==> src/rtl/r88_regseq_if.sv <==
// Command and register-block strobe bundle for the Rocket88 register-transfer sequencer.
// The master side is the sequencer; the slave side is the control unit plus register block.
interface r88_regseq_if;
  logic       cmdValid;
  logic       cmdReady;
  logic [2:0] cmd;
  logic [3:0] srcSel;
  logic [3:0] dstSel;
  logic [3:0] regSel;
  logic       regRead;
  logic       regWrite;
  logic [7:0] busIn;
  logic [7:0] busOut;
  logic       busDrive;
  logic       busy;
  logic       done;
  logic       err;
  logic       wrapOut;

  modport master (
    input  cmdValid, cmd, srcSel, dstSel, busIn,
    output cmdReady, regSel, regRead, regWrite, busOut, busDrive, busy, done, err, wrapOut
  );

  modport slave (
    output cmdValid, cmd, srcSel, dstSel, busIn,
    input  cmdReady, regSel, regRead, regWrite, busOut, busDrive, busy, done, err, wrapOut
  );
endinterface

==> src/rtl/r88_regseq.sv <==
// Rocket88 register-transfer sequencer: runs 8/16-bit moves, pair inc/dec and clears
// as timed regSel/regRead/regWrite strobes with intD drive cycles.
//
// state | meaning
// IDLE  | waiting for a command, cmdReady high
// RD1   | read strobe, register block loads its output buffer
// RD2   | read strobe, busIn captured into dataReg
// WR    | write strobe, busOut driven with the computed byte
// ERR   | command rejected, err pulse
// DONE  | command complete, done pulse with wrapOut
module r88_regseq (
  input  logic      sysClock,
  input  logic      sysReset,
  r88_regseq_if.master bus
);
  typedef enum logic [2:0] {IDLE, RD1, RD2, WR, ERR, DONE} seqStateT;

  localparam logic [2:0] CMD_MOV8  = 3'd0;
  localparam logic [2:0] CMD_MOV16 = 3'd1;
  localparam logic [2:0] CMD_INC16 = 3'd2;
  localparam logic [2:0] CMD_DEC16 = 3'd3;
  localparam logic [2:0] CMD_CLR8  = 3'd4;

  seqStateT   state, nextState;
  logic       phase, nextPhase;
  logic [2:0] opCmd;
  logic [3:0] opSrc, opDst;
  logic [7:0] dataReg;
  logic       carryReg;
  logic       wrapReg;
  logic       cmdLegal;
  logic       is16;
  logic [7:0] wrData;
  logic       wrCarry;

  logic       cmdReady, busy, done, err, wrapOut;
  logic       regRead, regWrite, busDrive;
  logic [3:0] regSel;
  logic [7:0] busOut;

  function automatic logic isPair(input logic [3:0] idx);
    return (idx == 4'd3) || (idx == 4'd5) || (idx == 4'd7) || (idx == 4'd9);
  endfunction

  always_comb begin
    cmdLegal = 1'b0;
    case (bus.cmd)
      CMD_MOV8:             cmdLegal = (bus.srcSel <= 4'd11) && (bus.dstSel <= 4'd10);
      CMD_MOV16:            cmdLegal = isPair(bus.srcSel) && isPair(bus.dstSel);
      CMD_INC16, CMD_DEC16: cmdLegal = isPair(bus.dstSel);
      CMD_CLR8:             cmdLegal = (bus.dstSel <= 4'd10);
      default:              cmdLegal = 1'b0;
    endcase
  end

  assign is16 = (opCmd == CMD_MOV16) || (opCmd == CMD_INC16) || (opCmd == CMD_DEC16);

  // Low byte applies +/-1; high byte applies the carry/borrow held from the low byte.
  always_comb begin
    wrData  = dataReg;
    wrCarry = 1'b0;
    case (opCmd)
      CMD_INC16: {wrCarry, wrData} = {1'b0, dataReg} + (phase ? {8'd0, carryReg} : 9'd1);
      CMD_DEC16: {wrCarry, wrData} = {1'b0, dataReg} - (phase ? {8'd0, carryReg} : 9'd1);
      CMD_CLR8:  wrData = 8'h00;
      default:   wrData = dataReg;
    endcase
  end

  always_ff @(posedge sysClock) begin
    if (sysReset) begin
      state    <= IDLE;
      phase    <= 1'b0;
      opCmd    <= CMD_MOV8;
      opSrc    <= 4'd0;
      opDst    <= 4'd0;
      dataReg  <= 8'h00;
      carryReg <= 1'b0;
      wrapReg  <= 1'b0;
    end else begin
      state <= nextState;
      phase <= nextPhase;
      if (state == IDLE && bus.cmdValid) begin
        opCmd   <= bus.cmd;
        opSrc   <= (bus.cmd == CMD_INC16 || bus.cmd == CMD_DEC16) ? bus.dstSel : bus.srcSel;
        opDst   <= bus.dstSel;
        wrapReg <= 1'b0;
      end
      if (state == RD2) dataReg <= bus.busIn;
      if (state == WR) begin
        if (!phase) carryReg <= wrCarry;
        else        wrapReg  <= wrCarry;
      end
    end
  end

  always_comb begin
    nextState = state;
    nextPhase = phase;
    cmdReady  = 1'b0;
    busy      = (state != IDLE);
    done      = 1'b0;
    err       = 1'b0;
    wrapOut   = 1'b0;
    regSel    = 4'd0;
    regRead   = 1'b0;
    regWrite  = 1'b0;
    busDrive  = 1'b0;
    busOut    = 8'h00;
    case (state)
      IDLE: begin
        cmdReady  = 1'b1;
        nextPhase = 1'b0;
        if (bus.cmdValid) begin
          if (!cmdLegal)               nextState = ERR;
          else if (bus.cmd == CMD_CLR8) nextState = WR;
          else                         nextState = RD1;
        end
      end
      RD1: begin
        regSel    = opSrc + {3'b000, phase};
        regRead   = 1'b1;
        nextState = RD2;
      end
      RD2: begin
        regSel    = opSrc + {3'b000, phase};
        regRead   = 1'b1;
        nextState = WR;
      end
      WR: begin
        regSel   = opDst + {3'b000, phase};
        regWrite = 1'b1;
        busDrive = 1'b1;
        busOut   = wrData;
        if (is16 && !phase) begin
          nextState = RD1;
          nextPhase = 1'b1;
        end else begin
          nextState = DONE;
        end
      end
      ERR: begin
        err       = 1'b1;
        nextState = IDLE;
      end
      DONE: begin
        done      = 1'b1;
        wrapOut   = wrapReg;
        nextState = IDLE;
        nextPhase = 1'b0;
      end
      default: nextState = IDLE;
    endcase
  end

  assign bus.cmdReady = cmdReady;
  assign bus.busy     = busy;
  assign bus.done     = done;
  assign bus.err      = err;
  assign bus.wrapOut  = wrapOut;
  assign bus.regSel   = regSel;
  assign bus.regRead  = regRead;
  assign bus.regWrite = regWrite;
  assign bus.busDrive = busDrive;
  assign bus.busOut   = busOut;
endmodule

==> src/flat_wrapper.sv <==
// flat-port wrapper written by rule: the top's interface ports become plain ports
module r88_regseq_flat 
  (sysClock, sysReset, bus_cmdValid, bus_cmd, bus_srcSel, bus_dstSel, bus_busIn, bus_cmdReady, bus_regSel, bus_regRead, bus_regWrite, bus_busOut, bus_busDrive, bus_busy, bus_done, bus_err, bus_wrapOut);
  r88_regseq_if bus_i ();
  input  logic sysClock;
  input  logic sysReset;
  input wire logic [$bits(bus_i.cmdValid)-1:0] bus_cmdValid;
  input wire logic [$bits(bus_i.cmd)-1:0] bus_cmd;
  input wire logic [$bits(bus_i.srcSel)-1:0] bus_srcSel;
  input wire logic [$bits(bus_i.dstSel)-1:0] bus_dstSel;
  input wire logic [$bits(bus_i.busIn)-1:0] bus_busIn;
  output wire logic [$bits(bus_i.cmdReady)-1:0] bus_cmdReady;
  output wire logic [$bits(bus_i.regSel)-1:0] bus_regSel;
  output wire logic [$bits(bus_i.regRead)-1:0] bus_regRead;
  output wire logic [$bits(bus_i.regWrite)-1:0] bus_regWrite;
  output wire logic [$bits(bus_i.busOut)-1:0] bus_busOut;
  output wire logic [$bits(bus_i.busDrive)-1:0] bus_busDrive;
  output wire logic [$bits(bus_i.busy)-1:0] bus_busy;
  output wire logic [$bits(bus_i.done)-1:0] bus_done;
  output wire logic [$bits(bus_i.err)-1:0] bus_err;
  output wire logic [$bits(bus_i.wrapOut)-1:0] bus_wrapOut;
  assign bus_i.cmdValid = bus_cmdValid;
  assign bus_i.cmd = bus_cmd;
  assign bus_i.srcSel = bus_srcSel;
  assign bus_i.dstSel = bus_dstSel;
  assign bus_i.busIn = bus_busIn;
  assign bus_cmdReady = bus_i.cmdReady;
  assign bus_regSel = bus_i.regSel;
  assign bus_regRead = bus_i.regRead;
  assign bus_regWrite = bus_i.regWrite;
  assign bus_busOut = bus_i.busOut;
  assign bus_busDrive = bus_i.busDrive;
  assign bus_busy = bus_i.busy;
  assign bus_done = bus_i.done;
  assign bus_err = bus_i.err;
  assign bus_wrapOut = bus_i.wrapOut;
  r88_regseq u_core (.sysClock(sysClock), .sysReset(sysReset), .bus(bus_i));
endmodule
==> config.mk <==
export PLATFORM = sky130hd
export DESIGN_NAME = r88_regseq_flat
export DESIGN_NICKNAME = d
export VERILOG_FILES = /design/src/rtl/r88_regseq_if.sv /design/src/rtl/r88_regseq.sv /design/src/flat_wrapper.sv
export SDC_FILE = /design/constraint.sdc
export NUM_CORES = 1
export LEC_CHECK = 0
export BUFFER_PORTS_ARGS = -buffer_cell sky130_fd_sc_hd__buf_2
export CORE_ASPECT_RATIO = 2
export CORE_UTILIZATION = 57
export CTS_CLUSTER_DIAMETER = 50
export DETAILED_ROUTE_END_ITERATION = 8
export PLACE_DENSITY = 0.81
export SYNTH_ARGS = -nofsm -noshare
export SYNTH_HDL_FRONTEND = slang
export SYNTH_SLANG_ARGS = --single-unit
==> constraint.sdc <==
create_clock -name sysClock -period 2.85 [get_ports sysClock]
set_clock_uncertainty 0.05 [all_clocks]
set_input_delay 0.285 -clock sysClock [delete_from_list [all_inputs] [get_ports sysClock]]
set_output_delay 0.285 -clock sysClock [all_outputs]
set_load 0.02 [all_outputs]
==> results.yml, run 1 <==
outcome:
  run_status: "complete, no violations"
finish:
  fin_nets: 307
  final_util: 0.690
  drive_gt1_frac: 0.219
  synthToLayoutAreaGrowth_pct: 15.0
  fin_area_mm2: 0.00206
  nFillCells: 274
  seqCellArea_um2: 502
  diodes: 0
  multi_input_area_mm2: 0.00117
timing:
  slew_viol_final: 0
  setup_violations: 0
  final.min_clock_period_ns: 2.70
  slew_headroom: 0.627
  worst_pin_slew_ns: 0.559
  hold_viol_final: 0
  hold_ws_ns: 0.201
  max_clock_freq_mhz: 370
  setup_ws_ns: 0.146
  timing.final.crit_share: 0.949
min_path:
  min-delay-start: "bus_busIn[0]"
  worstHoldPathCells: 3
  worst_hold_path.endpoint: "u_core.dataReg[0]"
  holdCritPathClass: "input pin to flop"
logic_synthesis:
  yosysMostFrequentCell: "nand2_1"
  synth_edf_count: 0
  ys_ff_latch: 25
  synthTopCellsByArea: "dfxtp_1 (28%), mux2i_1 (8.4%), nand2_1 (7.1%), a21oi_1 (7.0%), nor2_1 (5.2%)"
  synth_top_area_frac: 0.280
  ys_types: 48
  synthCells: 244
  yosys_warnings: 0
  syn-num-nets: 272
  synthesis.area_mm2: 0.00179
  async_flop_share: 0
  synthFlopType: "dfxtp_1"
  syn-mean-instance-area_um2: 7.33
  yosysSeqAreaShare: 0.280
  ys_top_cells_by_count: "nand2_1 (34), a21oi_1 (25), dfxtp_1 (25), nor2_1 (25), mux2i_1 (15)"
  yosysTopAreaCell: "dfxtp_1"
power_and_ir_drop:
  internal_power_mw: 0.541
  sw_frac_of_total: 0.296
  clockPowerShare: 0.262
  cellPowerDensity_mw_per_mm2: 374
  pwr-share-seq: 0.512
  leakage_nw: 0.901
  ir_drop_uv: 391
  p_switching_mw: 0.227
  p_comb_frac: 0.225
route:
  wl_per_cell_um: 14.7
  drt_pass1_iterations: 4
  drcViolationCount: 0
  via_count: 1817
  drt_iter0_drc: 47
  ant_nets: 0
  vias_per_cell: 5.90
  wirelength_um: 4510
clocking:
  cts_buffers: 3
  ctsHtreeMaxLevel: 1
  cts_sinks: 25
  clkLatencyLatePin_ns: 0.26
  clk_pin_slew_ns: 0.08
  cts_root_buf: "clkbuf_8"
  cts_max_path_buffers: 2
  cts_hold_buf: 0
  cts_tree: "done"
critical_path:
  rr_startpoint: "u_core.opCmd[0]"
  cp_data_arrival_time_ns: 2.37
  worstPathRequired_ns: 2.52
  r2r_end: "u_core.wrapReg"
  end_kind: "output pin"
  critical_path_class: "flop to output pin"
  r2r_slack_ns: 0.85
  worstRegToRegCells: 6
  cp_max_fo: 9
  start_kind: "flop"
floorplanning:
  die_h_um: 81.2
  design.die.area_mm2: 0.00338
  initial_core_util: 0.600
  dieWidth_um: 41.6
  core_area_mm2: 0.00298
  row_count: 28
  ioPinCount: 42
placement:
  hpwl_um: 3510
  gp_congestion: 1.04
  dp_slack_ns: 0.349
  portBuffers: 41
  placed_area_mm2: 0.00199
global_routing:
  grt_usage: 0.276
  grt_pass1_wl_um: 7460
  grt_max_degree: 24
  overflow: 0
  grt_pass1_vias: 1661
  antenna_found_initial: 0
job:
  drv_cap: 0
==> worst max-delay path by stage <==
| stage | startpoint | end | slack [ns] | cells past startpoint |
|---|---|---|---|---|
| 3_3_place_gp | u_core.phase | bus_busOut[6] | 0.36 | 9 |
| 2_1_floorplan | u_core.phase | bus_busOut[6] | 0.47 | 8 |
| 3_5_place_dp | u_core.phase | bus_busOut[6] | 0.35 | 9 |
| 6_report | u_core.phase | bus_busOut[6] | 0.15 | 9 |
| 4_1_cts | u_core.phase | bus_busOut[6] | 0.05 | 9 |
| 5_1_grt | u_core.state[2] | bus_regSel[2] | -0.005 | 11 |
==> flip-flops by register name (all words and copies together), names as in the netlist <==
signal           flops
u_core.phase         1
u_core.dataReg       8
u_core.opCmd         3
u_core.carryReg      1
u_core.opSrc         4
u_core.state         3
u_core.opDst         4
u_core.wrapReg       1
==> layer usage <==
metal	track usage	vias up	part of all wire
met5	0	-	0
met4	0.0935	0	0.017
met3	0.0178	6	0.028
met2	0.559	44	0.59
met1	0.286	843	0.37
li1	-	924	-
==> power by group through the flow <==
| stage | combinational [mW] | sequential [mW] | clock [mW] |
|---|---|---|---|
| 2_1_floorplan | 0.132 | 0.386 | 0 |
| 3_3_place_gp | 0.169 | 0.401 | 0 |
| 3_5_place_dp | 0.172 | 0.401 | 0 |
| 4_1_cts | 0.173 | 0.393 | 0.207 |
| 5_1_grt | 0.194 | 0.398 | 0.221 |
| 6_report | 0.173 | 0.394 | 0.202 |
==> final cells by class <==
cell class                 instances  share of cell area
inverter                           9              0.0164
sequential                        25               0.244
timing repair buffer              49               0.129
multi-input combinational        191               0.570
clock buffer                       4              0.0219
tap                               30              0.0183
==> metrics by stage <==
step	setup TNS (ns)	instances	total power, mW
6_report	0	308	0.769
5_1_grt	-0.00516	308	0.813
4_1_cts	0	306	0.773
3_5_place_dp	0	302	0.573
3_3_place_gp	0	302	0.569
2_1_floorplan	0	244	0.517
==> cell families after synthesis <==
family	count (synthesis)	share of synthesized area
DFF	25	0.280
AOI/OAI and AO/OA	55	0.187
muxes	15	0.0840
adders and majority gates	6	0.0420
xor gates and xnor gates	5	0.0245
buffers and inverters	28	0.0665
and+or+nand+nor	110	0.316
==> layout by cell type, fill, tap and decap left out, types with 4 or more instances in the layout <==
cell type and instances:
buf_2 41, nand2_1 34, nor2_1 25, a21oi_1 24, dfxtp_1 24, mux2i_1 15
inv_1 9, nor3_1 9, buf_4 8, o21ai_0 7, ha_1 6, nand2b_1 5
a31oi_1 5, nand3_1 4, nor2b_1 4, and2_1 4, a211oi_1 4
==> worst max-delay path, cell delays in order, from the launching register on <==
cell and delay [ns]:
dfxtp_2 0.37, nand2b_1 0.11, ha_1 0.18, ha_1 0.21, nand2_1 0.08, or4b_1 0.50, a21oi_2 0.16, mux2i_1 0.09
nor3_1 0.21, buf_2 0.20
==> timing repair <==
action | CTS | global route
setup endpoints to repair | 0 | 4
setup buffers | 0 | 2
resized for setup | 0 | 2
hold endpoints to repair | 0 | 0
Note: power is estimated with default switching activity, not from simulation.
==> inputs of run 2 (changes only) <==
- CTS_BUF_LIST: unset -> sky130_fd_sc_hd__clkbuf_2
==> results.yml, run 2 (synthesis gave the netlist of run 1 again) <==
finish:
  regMostFlops: "u_core.dataReg"
  fin_area_mm2: 0.00209
  drive_gt1_frac: 0.250
  final_util: 0.703
  final_common_cell: "buf_2"
  top_regs: "u_core.dataReg: 8 flops, u_core.opDst: 4 flops, u_core.opSrc: 4 flops"
  synthToLayoutAreaGrowth_pct: 17.1
  diodes: 0
  nFillCells: 267
  fin_nets: 309
  fin_cells: 310
  layout_common_cells: "buf_2 (41), nand2_1 (34), nor2_1 (25)"
  largest_reg_flops: 8
placement:
  hpwl_um: 3510
  portBuffers: 41
  placedCellCount: 302
  placed_area_mm2: 0.00199
  gp_congestion: 1.04
timing:
  worst_pin_slew_ns: 0.594
  max_clock_freq_mhz: 363
  tns_ns: 0
  timing.final.crit_share: 0.966
  slew_viol_final: 0
  final.min_clock_period_ns: 2.75
  hold_viol_final: 0
  setup_violations: 0
  slew_headroom: 0.604
  rsz0062_at_grt: "false"
route:
  via_count: 1832
  ant_nets: 0
  wl_per_cell_um: 14.9
  drt_iter0_drc: 80
  drcViolationCount: 0
  drt_pass1_iterations: 4
  vias_per_cell: 5.91
  wirelength_um: 4630
global_routing:
  overflow: 0
  grt_max_degree: 24
  grt_pass1_wl_um: 7460
  grt_pass1_vias: 1660
  antenna_found_initial: 0
  grt_usage: 0.280
floorplanning:
  die_h_um: 81.2
  dieWidth_um: 41.6
  ioPinCount: 42
  design.die.area_mm2: 0.00338
  row_count: 28
  core_area_mm2: 0.00298
  initial_core_util: 0.600
critical_path:
  timing.critical_path.depth: 8
  rr_startpoint: "u_core.opCmd[0]"
  worstPathRequired_ns: 2.52
  startpoint: "u_core.dataReg[0]"
  r2r_end: "u_core.wrapReg"
  cp_max_fo: 3
  slowest_delay_ns: 0.51
  cp_cell_sequence: "ha_4 -> ha_4 -> nand2_1 -> or4b_4 -> a21oi_4 -> mux2i_1 -> nor3_1 -> buf_2"
  cp-endpoint: "bus_busOut[6]"
  cp_data_arrival_time_ns: 2.42
  crit_slowest_cell: "or4b_4"
  critical-path-top-delay-family: "simple AND/OR/NAND/NOR gates"
  end_kind: "output pin"
  start_kind: "flop"
  r2r_slack_ns: 0.80
  worstRegToRegCells: 6
  cp_common_cell: "ha_4"
  critical_path_class: "flop to output pin"
  crit_buf_inv: 1
clocking:
  cts_tree: "done"
  cts_sinks: 25
  cts_root_buf: "clkbuf_2"
  clk_pin_slew_ns: 0.22
  cts_max_path_buffers: 2
  cts_hold_buf: 0
  cts_buffers: 3
  ctsHtreeMaxLevel: 1
  clkLatencyLatePin_ns: 0.35
outcome:
  run_status: "complete, no violations"
power_and_ir_drop:
  total_power_mw: 0.711
  leakage_nw: 0.908
  ir_drop_uv: 352
  cellPowerDensity_mw_per_mm2: 340
min_path:
  holdCritPathClass: "input pin to flop"
job:
  drv_cap: 0
run 2: cell types whose count changed in the layout (fill, tap and decap cells not counted), moves of 2 or more:
cell and change:
buf_4 +2, ha_1 -2, clkbuf_2 +4, dfxtp_1 -2, clkbuf_8 -3, ha_4 +2
run 2: how the worst min path moves through the flow:
stage,start,endpoint,slack [ns],cells after the start
finish,bus_busIn[0],u_core.dataReg[0],0.09,3
global route,bus_busIn[0],u_core.dataReg[0],0.10,3
CTS,bus_busIn[0],u_core.dataReg[0],0.09,3
detailed placement,u_core.opDst[3],u_core.opDst[3],0.41,2
global placement,u_core.opDst[1],u_core.opDst[1],0.41,2
floorplan,sysReset,u_core.opSrc[0],0.31,1
run 2: through the flow:
step | hold WS, ns | setup WS, ns
final | 0.0894 | 0.0967
after global routing | 0.102 | 0.000807
after CTS | 0.0941 | 0.00449
after detailed placement | 0.410 | 0.349
after global placement | 0.410 | 0.361
after floorplan | 0.308 | 0.471
run 2: layer usage:
layer  global-route usage  wire length (um)  vias to the layer above
li1                     -                 -                      930
met1                0.283              1700                      843
met2                0.563              2650                       50
met3               0.0178               152                        9
met4                0.126               134                        0
met5                    0                 0                        -
run 2: power breakdown:
group,leakage [nW],total (mW),internal [mW],switching (mW)
Combinational,0.686,0.175,0.0755,0.0996
Clock,0.0166,0.142,0.0371,0.104
Sequential,0.206,0.395,0.368,0.0269
run 2: worst min-delay path: cells and delay by family:
kind | cells | cell delay [ns]
simple gates | 1 | 0.07
compound gates | 1 | 0.05
buf+inv | 1 | 0.07
run 2: layout make-up:
class                      count  area, um2  share of cell area
clock buffer                   4       20.0             0.00956
timing repair buffer          51        280               0.134
inverter                       9       33.8              0.0161
multi-input combinational    191       1220               0.581
tap                           30       37.5              0.0179
sequential                    25        507               0.242
run 2: what timing repair did:
item	4_1_cts	5_1_grt
gates resized for setup	3	9
endpoints found under the setup margin	3	4
setup buffers	0	4
pin swaps	1	2
==> inputs of run 3 (changes only) <==
- CORE_ASPECT_RATIO: 2 -> unset
==> results.yml, run 3 (synthesis gave the netlist of run 1 again) <==
timing:
  rsz0062_at_grt: "false"
  slew_headroom: 0.647
  timing.final.crit_share: 0.947
  slew_viol_final: 0
  hold_viol_final: 0
  tns_ns: 0
  max_clock_freq_mhz: 370
  setup_violations: 0
  final.min_clock_period_ns: 2.70
  worst_pin_slew_ns: 0.528
finish:
  final_common_cell: "buf_2"
  largest_reg_flops: 8
  synthToLayoutAreaGrowth_pct: 15.2
  regMostFlops: "u_core.dataReg"
  drive_gt1_frac: 0.244
  layout_common_cells: "buf_2 (41), nand2_1 (34), nor2_1 (25)"
  diodes: 0
  top_regs: "u_core.dataReg: 8 flops, u_core.opDst: 4 flops, u_core.opSrc: 4 flops"
  fin_nets: 308
clocking:
  ctsHtreeMaxLevel: 1
  cts_sinks: 25
  cts_max_path_buffers: 2
  cts_buffers: 3
  cts_root_buf: "clkbuf_2"
  clk_pin_slew_ns: 0.24
  cts_tree: "done"
  clkLatencyLatePin_ns: 0.35
critical_path:
  cp_data_arrival_time_ns: 2.37
  start_kind: "flop"
  end_kind: "output pin"
  cp_cell_sequence: "nand2b_4 -> ha_2 -> ha_2 -> nand2_1 -> or4b_4 -> a21oi_2 -> mux2i_1 -> nor3_1 -> buf_2"
  cp_common_cell: "ha_2"
  slowest_delay_ns: 0.50
  worstPathRequired_ns: 2.52
  critical_path_class: "flop to output pin"
  crit_slowest_cell: "or4b_4"
  cp_max_fo: 3
global_routing:
  grt_busiest_layer: "met2"
  overflow: 0
  grt_max_degree: 24
  grt_use_met3: 0.0424
  grt_usage: 0.276
  grt_pass1_wl_um: 7130
  gr-usage-met1: 0.400
  grt_pass1_vias: 1546
  antenna_found_initial: 0
  groute.layer.met2.usage: 0.427
route:
  ant_nets: 0
  wl_per_cell_um: 14.2
  drt_pass1_iterations: 7
  drcViolationCount: 3
  wirelength_um: 4400
  vias_per_cell: 5.94
  drt_iter0_drc: 173
  via_count: 1841
floorplanning:
  initial_core_util: 0.627
  ioPinCount: 42
  dieWidth_um: 58.0
  core_area_mm2: 0.00285
  design.die.area_mm2: 0.00336
  row_count: 19
  die_h_um: 58.0
placement:
  portBuffers: 41
  gp_congestion: 0.927
  hpwl_um: 3240
power_and_ir_drop:
  ir_drop_uv: 314
  leakage_nw: 0.902
  cellPowerDensity_mw_per_mm2: 345
  total_power_mw: 0.710
outcome:
  violations: "DRC"
  run_status: "finished, violations left"
min_path:
  holdCritPathClass: "input pin to flop"
job:
  drv_cap: 0
run 3: what timing repair did:
action / 4_1_cts / 5_1_grt
setup endpoints to repair: 0 / 2
buffers inserted: 0 / 2
gates resized for setup: 0 / 8
hold buffers: 0 / 0
run 3: cell type report:
type                            instances  area, um2
Clock buffer                            4       20.0
Fill cell                             254        793
Inverter                                9       33.8
Multi-Input combinational cell        191       1190
Sequential cell                        25        505
Tap cell                               31       38.8
Timing Repair Buffer                   50        273
run 3: power breakdown:
| group | internal (mW) | total, mW | switching (mW) |
|---|---|---|---|
| sequential | 0.367 | 0.387 | 0.0197 |
| combinational | 0.0762 | 0.182 | 0.105 |
| clock | 0.0371 | 0.142 | 0.105 |
| total | 0.481 | 0.710 | 0.229 |
run 3: worst paths after layout:
path,start,endpoint,slack [ns],cells past startpoint
worst max-delay path,u_core.carryReg,bus_busOut[6],0.15,9
worst min-delay path,bus_dstSel[3],u_core.opDst[3],0.10,3
worst max register to register,u_core.opCmd[1],u_core.wrapReg,0.93,6
worst min register to register,u_core.opCmd[1],u_core.opCmd[1],0.42,2
run 3: metrics by stage:
| stage | hold WS, ns | util | cells | instance area, um2 | setup slack (ns) |
|---|---|---|---|---|---|
| after global routing | 0.0770 | 0.722 | 310 | 2060 | 0.00877 |
| after CTS | 0.0884 | 0.708 | 308 | 2020 | 0.00496 |
| after detailed placement | 0.401 | 0.701 | 304 | 2000 | 0.453 |
| after floorplan | 0.308 | - | 244 | 1790 | 0.471 |
| after global placement | 0.395 | 0.701 | 304 | 2000 | 0.543 |
| final | 0.104 | 0.722 | 310 | 2060 | 0.150 |
run 3: critical path: cells and delay by family (launching register included):
kind | cells | cell delay [ns]
buffers and inverters | 1 | 0.15
flip-flops | 1 | 0.38
multiplexers | 1 | 0.20
AO/OA/AOI/OAI | 1 | 0.17
adder cells (fa/ha/maj) | 2 | 0.36
AND/OR/NAND/NOR | 4 | 0.74
run 3: routing by layer:
metal,routed length (um),up-vias
met5,0,-
met4,20,0
met3,295,2
met2,1990,74
met1,2100,837
li1,-,928
